==> config.mk <==
export PLATFORM = sky130hd
export DESIGN_NAME = vga_pattern_gen
export DESIGN_NICKNAME = d
export VERILOG_FILES = /design/src/rtl/vga_pattern_gen.sv
export SDC_FILE = /design/constraint.sdc
export NUM_CORES = 1
export LEC_CHECK = 0
export BUFFER_PORTS_ARGS = -buffer_cell sky130_fd_sc_hd__buf_2
export CAP_MARGIN = 20
export CORE_AREA = 2 2 59 61
export CTS_CLUSTER_DIAMETER = 60
export DETAILED_ROUTE_END_ITERATION = 12
export DIE_AREA = 0 0 61 63
export PLACE_DENSITY = 0.76
export SLEW_MARGIN = 5
export SYNTH_ARGS = -nofsm -noshare
export SYNTH_HDL_FRONTEND = slang
export SYNTH_SLANG_ARGS = --single-unit
export TNS_END_PERCENT = 5
==> constraint.sdc <==
create_clock -name clk_i -period 1.5 [get_ports clk_i]
set_input_delay 0.075 -clock clk_i [delete_from_list [all_inputs] [get_ports clk_i]]
set_output_delay 0.075 -clock clk_i [all_outputs]
set_load 0.03 [all_outputs]
==> src/rtl/vga_pattern_gen.sv <==
//============================================================================
// Module      : vga_pattern_gen
// Description : Pixel source placed after the VGA timing generator. Produces
//               a 12-bit RGB stream (solid, colour bars, checkerboard or
//               bouncing box) through a 2-stage pipeline. The syncs are
//               delayed by the same 2 cycles so they stay aligned with pixels.
// Macro       : VGA_PATTERN_BOX_EN - when defined, mode 3 is the bouncing
//               box; when undefined, mode 3 is black and no box logic exists.
// Ports       :
//   clk_i          in   pixel clock
//   arstn_i        in   asynchronous active-low reset
//   hcount_i       in   horizontal counter
//   vcount_i       in   vertical counter
//   pixel_enable_i in   active-area flag
//   hs_i / vs_i    in   syncs from timing generator (active-low)
//   hd_i / vd_i    in   active width / height (box bounce limits)
//   mode_i         in   pattern select (captured once per frame)
//   color_i        in   user colour (used live)
//   rgb_o          out  pixel to DAC
//   vga_hs_o/vs_o  out  syncs delayed by 2 cycles
//   frame_cnt_o    out  frame counter, wraps 255 -> 0
// Revision    : 1.0 - initial release
//============================================================================
`timescale 1ns/1ps
`default_nettype none

module vga_pattern_gen #(
   parameter int VGA_MAX_H_WIDTH = 11,
   parameter int VGA_MAX_V_WIDTH = 10,
   parameter int BOX_SIZE        = 32,
   parameter int STEP            = 2,
   parameter int BAR_SHIFT       = 6,
   parameter int CHK_SHIFT       = 4
) (
   input  logic                       clk_i,
   input  logic                       arstn_i,
   input  logic [VGA_MAX_H_WIDTH-1:0] hcount_i,
   input  logic [VGA_MAX_V_WIDTH-1:0] vcount_i,
   input  logic                       pixel_enable_i,
   input  logic                       hs_i,
   input  logic                       vs_i,
   input  logic [VGA_MAX_H_WIDTH-1:0] hd_i,
   input  logic [VGA_MAX_V_WIDTH-1:0] vd_i,
   input  logic [1:0]                 mode_i,
   input  logic [11:0]                color_i,
   output logic [11:0]                rgb_o,
   output logic                       vga_hs_o,
   output logic                       vga_vs_o,
   output logic [7:0]                 frame_cnt_o
);

   localparam int HW = VGA_MAX_H_WIDTH;
   localparam int VW = VGA_MAX_V_WIDTH;

   // Stage 1 holds the derived pattern terms rather than the raw counters:
   // only the bar index, checker bit and box hit are needed by stage 2.
   logic       r_pe;
   logic       r_hs;
   logic       r_vs;
   logic [2:0] r_bar;
   logic       r_chk;
   logic       r_hit;
   logic [1:0] r_mode;
   logic       w_tick;
   logic       w_hit;
   logic [11:0] w_pix;

   // vga_vs_o is the previous stage-1 vsync, so this is the registered
   // falling edge of vs_i, one cycle after vs_i drops.
   assign w_tick = vga_vs_o & ~r_vs;

`ifdef VGA_PATTERN_BOX_EN
   localparam logic [0:0]  c_FWD   = 1'b0;
   localparam logic [0:0]  c_BACK  = 1'b1;
   localparam logic [HW:0] c_BOX_H  = (HW+1)'(BOX_SIZE);
   localparam logic [HW:0] c_STEP_H = (HW+1)'(STEP);
   localparam logic [VW:0] c_BOX_V  = (VW+1)'(BOX_SIZE);
   localparam logic [VW:0] c_STEP_V = (VW+1)'(STEP);

   logic [HW-1:0] r_x, w_x_nxt;
   logic [VW-1:0] r_y, w_y_nxt;
   logic [0:0]    r_xst, w_xst_nxt;
   logic [0:0]    r_yst, w_yst_nxt;
   logic [HW:0]   w_x_ext, w_hd_ext, w_h_ext;
   logic [VW:0]   w_y_ext, w_vd_ext, w_v_ext;

   // One extra bit on every sum/compare so pos+BOX_SIZE+STEP cannot wrap.
   assign w_x_ext  = {1'b0, r_x};
   assign w_hd_ext = {1'b0, hd_i};
   assign w_h_ext  = {1'b0, hcount_i};
   assign w_y_ext  = {1'b0, r_y};
   assign w_vd_ext = {1'b0, vd_i};
   assign w_v_ext  = {1'b0, vcount_i};

   always_comb begin
      w_x_nxt   = r_x;
      w_xst_nxt = r_xst;
      if (w_hd_ext < c_BOX_H) begin
         w_x_nxt = '0;                       // box cannot fit: park at 0
      end else if (r_xst == c_FWD) begin
         if (w_x_ext + c_BOX_H + c_STEP_H > w_hd_ext) begin
            w_x_nxt   = HW'(w_hd_ext - c_BOX_H);
            w_xst_nxt = c_BACK;
         end else begin
            w_x_nxt = HW'(w_x_ext + c_STEP_H);
         end
      end else begin
         if (w_x_ext < c_STEP_H) begin
            w_x_nxt   = '0;
            w_xst_nxt = c_FWD;
         end else begin
            w_x_nxt = HW'(w_x_ext - c_STEP_H);
         end
      end
   end

   always_comb begin
      w_y_nxt   = r_y;
      w_yst_nxt = r_yst;
      if (w_vd_ext < c_BOX_V) begin
         w_y_nxt = '0;
      end else if (r_yst == c_FWD) begin
         if (w_y_ext + c_BOX_V + c_STEP_V > w_vd_ext) begin
            w_y_nxt   = VW'(w_vd_ext - c_BOX_V);
            w_yst_nxt = c_BACK;
         end else begin
            w_y_nxt = VW'(w_y_ext + c_STEP_V);
         end
      end else begin
         if (w_y_ext < c_STEP_V) begin
            w_y_nxt   = '0;
            w_yst_nxt = c_FWD;
         end else begin
            w_y_nxt = VW'(w_y_ext - c_STEP_V);
         end
      end
   end

   always_ff @(posedge clk_i or negedge arstn_i) begin
      if (!arstn_i) begin
         r_x   <= '0;
         r_y   <= '0;
         r_xst <= c_FWD;
         r_yst <= c_FWD;
      end else if (w_tick) begin
         r_x   <= w_x_nxt;
         r_y   <= w_y_nxt;
         r_xst <= w_xst_nxt;
         r_yst <= w_yst_nxt;
      end
   end

   assign w_hit = (w_h_ext >= w_x_ext) && (w_h_ext < w_x_ext + c_BOX_H) &&
                  (w_v_ext >= w_y_ext) && (w_v_ext < w_y_ext + c_BOX_V);
`else
   logic w_unused_box;
   assign w_unused_box = ^{hcount_i, vcount_i, hd_i, vd_i};
   assign w_hit        = 1'b0;
`endif

   // Stage 1: register pipeline flags and the per-pixel pattern terms.
   always_ff @(posedge clk_i or negedge arstn_i) begin
      if (!arstn_i) begin
         r_pe  <= 1'b0;
         r_hs  <= 1'b1;
         r_vs  <= 1'b1;
         r_bar <= 3'd0;
         r_chk <= 1'b0;
         r_hit <= 1'b0;
      end else begin
         r_pe  <= pixel_enable_i;
         r_hs  <= hs_i;
         r_vs  <= vs_i;
         r_bar <= hcount_i[BAR_SHIFT+2:BAR_SHIFT];
         r_chk <= hcount_i[CHK_SHIFT] ^ vcount_i[CHK_SHIFT];
         r_hit <= w_hit;
      end
   end

   // Mode and frame counter only move on the frame tick so a pattern
   // change never tears mid-frame.
   always_ff @(posedge clk_i or negedge arstn_i) begin
      if (!arstn_i) begin
         r_mode      <= 2'd0;
         frame_cnt_o <= 8'd0;
      end else if (w_tick) begin
         r_mode      <= mode_i;
         frame_cnt_o <= frame_cnt_o + 8'd1;
      end
   end

   always_comb begin
      w_pix = 12'h000;
      case (r_mode)
         2'd0: w_pix = color_i;
         2'd1: begin
            case (r_bar)
               3'd0:    w_pix = 12'hFFF;
               3'd1:    w_pix = 12'hFF0;
               3'd2:    w_pix = 12'h0FF;
               3'd3:    w_pix = 12'h0F0;
               3'd4:    w_pix = 12'hF0F;
               3'd5:    w_pix = 12'hF00;
               3'd6:    w_pix = 12'h00F;
               default: w_pix = 12'h000;
            endcase
         end
         2'd2:    w_pix = r_chk ? color_i : 12'h000;
         default: w_pix = r_hit ? color_i : 12'h000;
      endcase
   end

   // Stage 2: output registers, blanked outside the active area.
   always_ff @(posedge clk_i or negedge arstn_i) begin
      if (!arstn_i) begin
         rgb_o    <= 12'h000;
         vga_hs_o <= 1'b1;
         vga_vs_o <= 1'b1;
      end else begin
         rgb_o    <= r_pe ? w_pix : 12'h000;
         vga_hs_o <= r_hs;
         vga_vs_o <= r_vs;
      end
   end

endmodule

`default_nettype wire

* After elaboration in Yosys (flattened, before gate mapping)
Index checks and enable logic that the tools add are counted.
Storage, ports and cells: register bits 31, latch bits 0, bits in writable memories 0, bits in read-only memories 0, word-level logic and storage cells 28, memories 0
Cells by class: add/sub/neg operators 1, multipliers 0, divide/modulo/power cells 0, order comparisons 0, eq/ne operators 8, shift-type cells 0, muxes and demuxes 4, bitwise operators 3, reductions and logical operators 2
Operators with widths (number):
- 12-bit one-hot mux with 7 select lines | 1
- 12-bit one-hot mux with 3 select lines | 1
- 12-bit 2-to-1 mux | 2
- 3-bit == test, second input constant | 3
- 8-bit by 1-bit adder with 8-bit output, second input constant | 1
- 3-bit by 2-bit == test with 1-bit output, second input constant | 2
- 3-bit by 1-bit == test with 1-bit output, second input constant | 1
- 3-bit logical NOT | 1
- 2-bit by 1-bit == test with 1-bit output, second input constant | 1
- 2-bit == test, second input constant | 1
- 2-bit logical NOT | 1
- 1-bit bitwise AND | 1
- 1-bit inverter | 1
- 1-bit bitwise XOR | 1

* Depth between registers and ports, before layout
depth in word-level cells 4, mapped depth 4

* Least setup slack after synthesis
OpenSTA, ideal clock, no wires.
path type reg-to-reg, from reg vga_vs_o, to reg frame_cnt_o[1], setup time 128 ps, data arrival time 1224 ps, data required time 1372 ps, setup slack 149 ps, cell stages (with the launch flop) 4, path buffers 1, clock period less this slack 1351 ps, cells stage by stage dfstp_2 > nor2b_1 > buf_2 > mux2_1
Between the ends: word-level cells in the longest chain between the ends 1
RTL lines:
- start, declared | RTL line 48 | output logic vga_vs_o,
- start signal, assigned | RTL line 222 | vga_vs_o <= r_vs;
- 1-bit bitwise AND | RTL line 70 | assign w_tick = vga_vs_o & ~r_vs;
- end signal, assigned | RTL line 188 | frame_cnt_o <= frame_cnt_o + 8'd1;
- end, declared | RTL line 49 | output logic [7:0] frame_cnt_o
Every way passes these cells. A chain may end at the register's enable or synchronous reset.

* Worst setup path in the final report
Same ends and word-level chain as after synthesis.

==> impl_results.md <==
- Number of detailed-routing iterations run before antenna repair: 4
- Max Clk Rate: around 770 MHz
- Number of antenna violations at the first check in global routing: 0
- Max cap viols: 0
- H-tree Lvls: 2
- Max Clock Skew: between 0.01 and 0.015 ns
- EDFF count, synth: 0
- Ys Warns: 0
- Utilization after layout: between 50% and 60%
- Layout Nets: between 200 and 250
- Antenna Cells: 0
- Initial Util: between 30% and 40%
- CTS tree: yes
- Post-route DRC: 0
- Critical Path AT: roughly 1.5 ns
- Clock Pin Slew Worst Setup and Hold Paths: approximately 0.09 ns
- Chip Height: around 63 um
- Area of the multi-input gates: approximately 460 sq um
- Worst skew pair latency: between 0.3 and 0.4 ns
- Final TNS setup: 0 ns
- CTS Buf Count: 5
- Crit path max fanout: 5
- Total track usage: ~16%
- # IOs: 83
- R2R Setup Slk: just over 0.2 ns
- Most frequent cells after synthesis: 27 x dfrtp_1, 14 x nand2b_1, 12 x nor2_1, 12 x o21a_1, 11 x a21oi_1
- First-pass GRT wire length: 4.46 mm
- Die Wd: a little over 60 um
- Dpl cells: 197
- Hold Path Stages: 4
- Synth Area per Inst: approximately 12 sq um
- Core area: between 3000 and 4000 sq um
- Simple-gate portion of the synthesized area: 14.8%
- TritonCTS Sinks: 31
- P&R area growth vs syn: 35.0%
- Multiplexer share of the synthesized area: under 10%
- Detailed Route WL: between 2 and 3 mm
- Min Tclk post-route: roughly 1.3 ns
- Reg area: 781 sq um
- Reg-to-reg endpoint: frame_cnt_o[1]
- Met1 usage: 18.8%
- CP startpoint kind: flip-flop
- Crit. End Element: flip-flop
- Final-report hold violation count: 0
- Worst vdd ir: 0.000643 V
- Post-CTS Setup Bufs: 0
- Count leader, synth: dfrtp_1
- Hold Crit Start: color_i[1]
- Synth async-reset ratio: 100%
- Root Buffer: clkbuf_4
- Post-Syn Nets: 171
- Starting DRT DRC Count: 24
- Top cell type by total area after synthesis: dfrtp_1
- Post-DRT Antenna Nets: 0
- Synth unique cells: 19
- Largest net degree at the start of global routing: 32
- Vias post-DR: 1000
- FILL cells: 300
- Layer carrying the most global-route usage: met2
- Share of the synthesized area in the top cell type: between 50% and 60%
- DP HPWL: around 1.8 mm
- Final number of setup-violating endpoints: 0
- Mapped Cells: 109
- Slew HR: 55.9%
- Met3 Usage GRT: 7.25%
- Compound-gate portion of the synthesized area: ~12%
- P per Cell Area: approximately 1300 nW/um^2
- Post-synthesis adder-cell area fraction: less than 1%
- Clock Path Buffers: 2
- R2R depth: 3
- RSZ-0062 raised after global routing: false
- Hold Crit Class: in -> reg
- GPL Wtd Cong: 0.728
- CP required: about 1.7 ns
- Leakage power: about 0.00085 uW
- Part of the Yosys area used for sequential elements: roughly three fifths
- Rows: 21
- PostCTS Resize Cnt: 0
- I/O Buffers: 45
- Main combinational cell family by area after synthesis: simple AND/OR/NAND/NOR gates
- Final worst slack: 0.201 ns
- Vias in the first global route: ~1000
- Vias per cell: 4.63
- Layout cell share with drive strength beyond 1: between 30 and 40%
- Post-synthesis xor/xnor area fraction: under 10%
- Top_reg_cell synth: dfrtp_1
- Layout Cells excl Fill: ~220
- Dpl ws: 0.203 ns
- Slew Viols, Final: 0
- Syn Std Cell Area: roughly 1300 sq um
- Worst Hold Endpoint: rgb_o[1]
- Kind of critical path: reg -> reg
- Synthesis-stage register bit count: 31
- Grt total ovfl: 0
- Worst Tran Pin Value: around 0.66 ns
- R2r startpoint: vga_vs_o
- Outcome: finished clean
- Hold-fix buffers at CTS: 11
- Die area: roughly 3800 sq um
- Synth area leaders: dfrtp_1 53%, dfstp_2 8.3%, o21a_1 7.1%, nand2b_1 6.9%, a21oi_1 4.3%
- Fin crit share: between 80 and 90%
- Met2 Track Usage GR: around 26%
- Drt wl/cell: between 10 and 15 um
sequential cells by signal, indices dropped and copies added, names as in the netlist, 2 cells and up:
register and cells:
rgb_o 12, frame_cnt_o 8, r_bar 3, r_mode 2
where the power goes:
part / internal (uW) / total (uW) / switching, uW
Clock: 227 / 492 / 265
Sequential: 966 / 1100 / 139
Combinational: 251 / 653 / 402
routing by layer:
| layer | vias up | routed length, um |
|---|---|---|
| li1 | 485 | - |
| met5 | - | 0 |
| met1 | 479 | 1070 |
| met4 | 0 | 23 |
| met3 | 4 | 204 |
| met2 | 32 | 1280 |
cell usage in the layout (no fill, tap or decap):
| master | netlist | routed |
|---|---|---|
| inv_1 | 2 | 2 |
| buf_4 | 0 | 2 |
| buf_2 | 4 | 45 |
| ha_1 | 1 | 1 |
| clkbuf_4 | 0 | 5 |
| dlygate4sd3_1 | 0 | 11 |
| clkbuf_8 | 0 | 1 |
| nand4_1 | 4 | 4 |
| nand2b_1 | 14 | 14 |
| a21oi_1 | 11 | 11 |
| dfrtp_1 | 27 | 27 |
| o21a_1 | 12 | 12 |
| and4b_1 | 1 | 1 |
| clkbuf_1 | 1 | 1 |
| xor2_1 | 2 | 2 |
| a211oi_1 | 1 | 1 |
| nor2_1 | 12 | 12 |
| dfstp_2 | 4 | 4 |
| and3_1 | 1 | 1 |
| xnor2_1 | 6 | 6 |
| clkinv_2 | 0 | 1 |
| mux2_1 | 3 | 3 |
| nor2b_1 | 1 | 1 |
| nand2_1 | 2 | 2 |
through the flow:
stage,instance area [sq um],total power [uW],hold WS (ns)
global route,1710,2390,0.130
finish,1710,2250,0.112
global placement,1540,1720,0.135
CTS,1710,2280,0.0995
detailed placement,1540,1760,0.152
floorplan,1270,1540,-0.221
worst max-delay path: stages (launching register included):
cell and delay [ns]:
dfstp_2 0.54, nor2b_1 0.17, buf_4 0.16, mux2_1 0.32
how the worst max path moves through the flow:
stage	startpoint	to
6_report	vga_vs_o	frame_cnt_o[1]
5_1_grt	vga_vs_o	frame_cnt_o[1]
4_1_cts	vga_vs_o	frame_cnt_o[1]
3_5_place_dp	vga_vs_o	frame_cnt_o[1]
3_3_place_gp	vga_vs_o	frame_cnt_o[1]
2_1_floorplan	vga_vs_o	frame_cnt_o[1]
kinds of logic (layout without fill, tap and decap cells):
family	Yosys count	after routing
AO/OA/AOI/OAI	24	24
XOR/XNOR	8	8
adder cells (fa/ha/maj)	1	1
buffers and inverters	7	68
flip-flops	31	31
multiplexers	3	3
AND/OR/NAND/NOR	35	35
layout make-up:
class / instances / area share [%]
multi-input cells: 71 / 26.7
clock buffers: 7 / 3.21
flip-flops and latches: 31 / 45.6
clock inverters: 1 / 0.292
inverters: 2 / 0.438
repair buffers: 58 / 20.5
well taps: 46 / 3.36
Note: power is estimated with default switching activity, not from simulation.
